<file path="src/rtl/ld_pkg.sv">
// Shared parameters and types for the last-data read path.
package ld_pkg;
    localparam int DATA_W  = 20;
    localparam int ENTRIES = 5;
    localparam int NPORTS  = 4;
    localparam int ADDR_W  = 4;

    typedef logic [1:0]        port_idx_t;
    typedef logic [DATA_W-1:0] entry_t;
endpackage

</file>
<file path="src/rtl/rr_arbiter4.sv">
// Four-way round-robin arbiter; search starts at the port after the last winner.
module rr_arbiter4
    import ld_pkg::*;
(
    input  logic       clk,
    input  logic       rst,
    input  logic [3:0] req,
    output logic [3:0] gnt,
    output port_idx_t  win
);
    port_idx_t  ptr;
    port_idx_t  idx;
    logic       found;
    logic [3:0] req_q;

    // Nothing is granted while reset is held.
    assign req_q = req & {4{rst}};

    always_comb begin
        gnt   = '0;
        win   = ptr;
        idx   = ptr;
        found = 1'b0;
        for (int i = 0; i < NPORTS; i++) begin
            idx = ptr + port_idx_t'(i);
            if (!found && req_q[idx]) begin
                found    = 1'b1;
                win      = idx;
                gnt[idx] = 1'b1;
            end
        end
    end

    always_ff @(posedge clk or negedge rst) begin
        if (!rst)
            ptr <= '0;
        else if (|gnt)
            ptr <= win + 2'd1;
    end
endmodule

</file>
<file path="src/rtl/last_data_reader.sv">
// Snapshot of the last-data vector served to four ports with one-cycle reads.
module last_data_reader
    import ld_pkg::*;
(
    input  logic                      clk,
    input  logic                      rst,
    input  logic [ENTRIES*DATA_W-1:0] snap_i,
    input  logic                      snap_load,
    input  logic [NPORTS-1:0]         rd_req,
    input  logic [NPORTS*ADDR_W-1:0]  rd_addr,
    output logic [NPORTS-1:0]         rd_ack,
    output logic [NPORTS-1:0]         rd_valid,
    output logic [DATA_W-1:0]         rd_data,
    output logic                      rd_err
);
    entry_t              snap [ENTRIES];
    port_idx_t           win;
    logic [ADDR_W-1:0]   addr;
    logic                in_range;
    entry_t              mux_data;

    rr_arbiter4 u_arb (
        .clk (clk),
        .rst (rst),
        .req (rd_req),
        .gnt (rd_ack),
        .win (win)
    );

    always_ff @(posedge clk or negedge rst) begin
        if (!rst) begin
            for (int k = 0; k < ENTRIES; k++)
                snap[k] <= '0;
        end else if (snap_load) begin
            for (int k = 0; k < ENTRIES; k++)
                snap[k] <= snap_i[k*DATA_W +: DATA_W];
        end
    end

    assign addr     = rd_addr[win*ADDR_W +: ADDR_W];
    assign in_range = addr < ADDR_W'(ENTRIES);

    always_comb begin
        mux_data = '0;
        for (int k = 0; k < ENTRIES; k++)
            if (addr == ADDR_W'(k))
                mux_data = snap[k];
    end

    // Snapshot read here is the pre-load value when a load shares the ack cycle.
    always_ff @(posedge clk or negedge rst) begin
        if (!rst) begin
            rd_valid <= '0;
            rd_data  <= '0;
            rd_err   <= 1'b0;
        end else if (|rd_ack) begin
            rd_valid <= rd_ack;
            rd_data  <= in_range ? mux_data : '0;
            rd_err   <= !in_range;
        end else begin
            rd_valid <= '0;
        end
    end
endmodule

</file>
<file path="config.mk">
export PLATFORM = sky130hd
export DESIGN_NAME = last_data_reader
export DESIGN_NICKNAME = d
export VERILOG_FILES = /design/src/rtl/ld_pkg.sv /design/src/rtl/rr_arbiter4.sv /design/src/rtl/last_data_reader.sv
export SDC_FILE = /design/constraint.sdc
export NUM_CORES = 1
export LEC_CHECK = 0
export CORE_MARGIN = 8
export CORE_UTILIZATION = 37
export DETAILED_ROUTE_END_ITERATION = 6
export HOLD_SLACK_MARGIN = 0.12
export PLACE_DENSITY = 0.75
export SLEW_MARGIN = 25
export SYNTH_ARGS = -nofsm -noshare
export SYNTH_HDL_FRONTEND = slang
export SYNTH_HIERARCHICAL = 1
export SYNTH_SLANG_ARGS = --single-unit
</file>
<file path="constraint.sdc">
create_clock -name clk -period 6.68 [get_ports clk]
set_input_delay 0.668 -clock clk [delete_from_list [all_inputs] [get_ports clk]]
set_output_delay 0.668 -clock clk [all_outputs]
set_load 0.02 [all_outputs]
</file>
==> results.md <==
- Final hold viol count: 0
- Post-DP HPWL: ~13,000 um
- Minimum clock period after layout: ~4.7 ns
- M1 wire length: between 7000 and 8000 um
- Clk root buf: clkbuf_16
- Largest net degree at the start of global routing: ~80
- Tot GR Track Use: 0.1683
- Post-Route Setup TNS: 0 ns
- Pleak: between 0.003 and 0.004 uW
- Core ar.: 0.01647 mm2
- Drt pass-1 iters: 5
- Async S/R FF share, synth: 1.000
- CTS Buf Count: 17
- Synth Net Count: approximately 640
- Via count: between 4,000 and 5,000
- Yosys reg bits: between 100 and 150
- Post-route ant nets: 0
- Remaining global-route overflow: 0
- Synth Warn #: 6
- Synthesized area: just over 0.006 mm2
- Final setup violation count: 0
- Largest area contributor in the netlist: dfrtp_1
- DR WL met2: approximately 8900 um
- Worst R2R Setup Slack: approximately 2 ns
- Num ports: about 150
- Max Slew Vio Count: 0
- Antenna violations before repair: 1
- Register clock-pin slew on the reported worst setup and hold paths: 0.06 ns
- Startpoint types: flop
- Total wire length: 17,720 um
- Fin crit share: 0.7056
- Avg Inst Size Synth: 12.06 um2
- Vias in the first global route: approximately 5,000
- Critical path data arrival time: ~5.0 ns
- Synth top area share: 0.5148
- Most common cell in the netlist: dfrtp_1
- Fraction of layout cells with a size suffix above 1: 0.2286
- PortBufs: 151
- Slew of the pin with the lowest slew margin: just over 1 ns
- Setup crit end kind: flop
- Worst-Skew Late Latency: 0.42 ns
- CTS tree: yes
- Die Width: 145.2 um
- Postcts setup bufs: 0
- Die height: 145.2 um
- Vias/cell: between 5 and 6
- Synth Flop Type: dfrtp_1
- Clk buf depth: 2
- Synth top cells by count: dfrtp_1, mux2_2, nand2_1
- R2r endpoint: rd_data[0]
- Drt initial violations: 263
- EDFF count, synth: 0
- Starting Density: 0.3749
- Fmax: roughly 210 MHz
- Area contributors post-synth: dfrtp_1, mux2_2, mux2i_1
- WL met3: about 830 um
- PwrDens: between 400 and 500 mW/mm2
- CTS resizes: 0
- RePlAce Congestion: approximately 0.8
- First-pass GRT wire length: around 28,000 um
- Clock Sinks: 127
- Outcome: finished, final reports clean
- Netlist cell types: 37
- Nets: 782
- RSZ-0062 raised after global routing: no
- Sequential fraction of the synthesis area: 0.5148
- Maximum capacitance violations: 0
- Highest Signal Layer: met4
- Tightest Hold Check Type: in2async
- # DRC: 0
- Worst-path maximum fanout: 28
- H-tree depth: 4
- CTS Hold Bufs: 0
- Max VDD drop: about 0.00022 V
- Rows: 47
- Max_slew headroom: 0.3167
- Synth Instances: 512
- Critical path class: reg2reg
- Critical R2R Launch: u_arb/ptr[0]
- DR WL/cell: 20.00 um
- Fillers: approximately 1,400
- Setup Skew: a little over 0.009 ns
- Die ar.: 0.02107 mm2
- Total power: roughly 3600 uW
- Required time worst endpoint: between 6 and 7 ns
- R2R cell count: 11
- Syn-to-layout area delta: 37.54%
logic make-up after synthesis:
| kind of cell | count (synthesis) | synth area share |
|---|---|---|
| and+or+nand+nor | 92 | 0.06567 |
| DFF | 127 | 0.5148 |
| AOI/OAI and AO/OA | 102 | 0.1084 |
| buffers and inverters | 43 | 0.03040 |
| adders and majority gates | 7 | 0.01419 |
| muxes | 139 | 0.2637 |
| xor gates and xnor gates | 2 | 0.002838 |
state kept, by name, indices dropped and copies added, names as in the netlist:
name,count
rd_err,1
snap,100
u_arb/ptr,2
rd_data,20
rd_valid,4
metrics by stage:
stage / std cells / utilization / setup slack [ns] / hold slack (ns) / cell area (um2)
after floorplan: 512 / - / 2.832 / 0.3724 / 6173
after global placement: 853 / 0.4769 / 1.990 / 0.4718 / 7853
after detailed placement: 853 / 0.4769 / 1.750 / 0.4808 / 7853
after CTS: 885 / 0.5154 / 1.757 / 0.2829 / 8486
after global routing: 886 / 0.5157 / 1.693 / 0.3129 / 8491
final: 886 / 0.5157 / 1.967 / 0.2660 / 8491
routing by layer:
metal / vias up / GRT usage
met5: - / 0
met4: 0 / 0.07965
met3: 25 / 0.04073
met2: 141 / 0.2780
met1: 2283 / 0.2037
li1: 2126 / -
placed cells by master (no fill, tap or decap), drive strengths merged, types with 3 or more instances in the layout:
cell,synthesis,final
nor3,4,4
nand2,60,60
a21oi,22,22
bufinv,0,4
nand2b,5,5
clkinv,0,3
mux2i,28,28
clkdlybuf4s50,0,149
o21ai,33,33
inv,7,8
nand3,6,6
a2bb2oi,13,13
buf,6,8
nor2,7,7
a222oi,4,4
mux2,103,103
clkbuf,30,23
dfrtp,127,127
o22ai,7,7
a21o,13,13
mux4,8,8
nor2b,4,4
ha,7,7
a32o,6,6
power breakdown:
group	switching (uW)	total [uW]	leakage [uW]	internal, uW
combinational	919	1610	0.00172	694
sequential	79.0	967	0.00153	888
clock	332	986	0.000308	654
total	1330	3570	0.00356	2240
how the worst max path moves through the flow:
| stage | to | slack [ns] | cells past startpoint | startpoint |
|---|---|---|---|---|
| 4_1_cts | rd_data[6] | 1.76 | 11 | u_arb/ptr[0] |
| 5_1_grt | rd_data[0] | 1.69 | 11 | u_arb/ptr[0] |
| 6_report | rd_data[0] | 1.97 | 11 | u_arb/ptr[0] |
| 2_1_floorplan | rd_data[0] | 2.83 | 13 | u_arb/ptr[0] |
| 3_5_place_dp | rd_data[17] | 1.75 | 11 | rd_req[0] |
| 3_3_place_gp | rd_data[10] | 1.99 | 11 | rd_req[0] |
area by class of cell:
cell class              count  area [um2]  share of cell area
clock inverters             9       155.1             0.01827
flip-flops and latches    127        3178              0.3743
inverters                   7       26.28            0.003095
diodes                      1       2.502           0.0002947
well taps                 220       275.3             0.03242
clock buffers              23       478.0             0.05629
multi-input cells         342        2820              0.3322
repair buffers            157        1555              0.1832
critical path, stage by stage, from the launching register on:
cell	delay [ns]
dfrtp_1	0.63
inv_1	0.26
ha_1	0.44
nand2b_1	0.14
a21oi_1	0.07
o221a_2	0.25
o22ai_1	0.77
mux4_2	1.00
mux2_4	0.36
and3_1	0.18
a311o_1	0.31
a22o_1	0.19
Note: power is estimated with default switching activity, not from simulation.
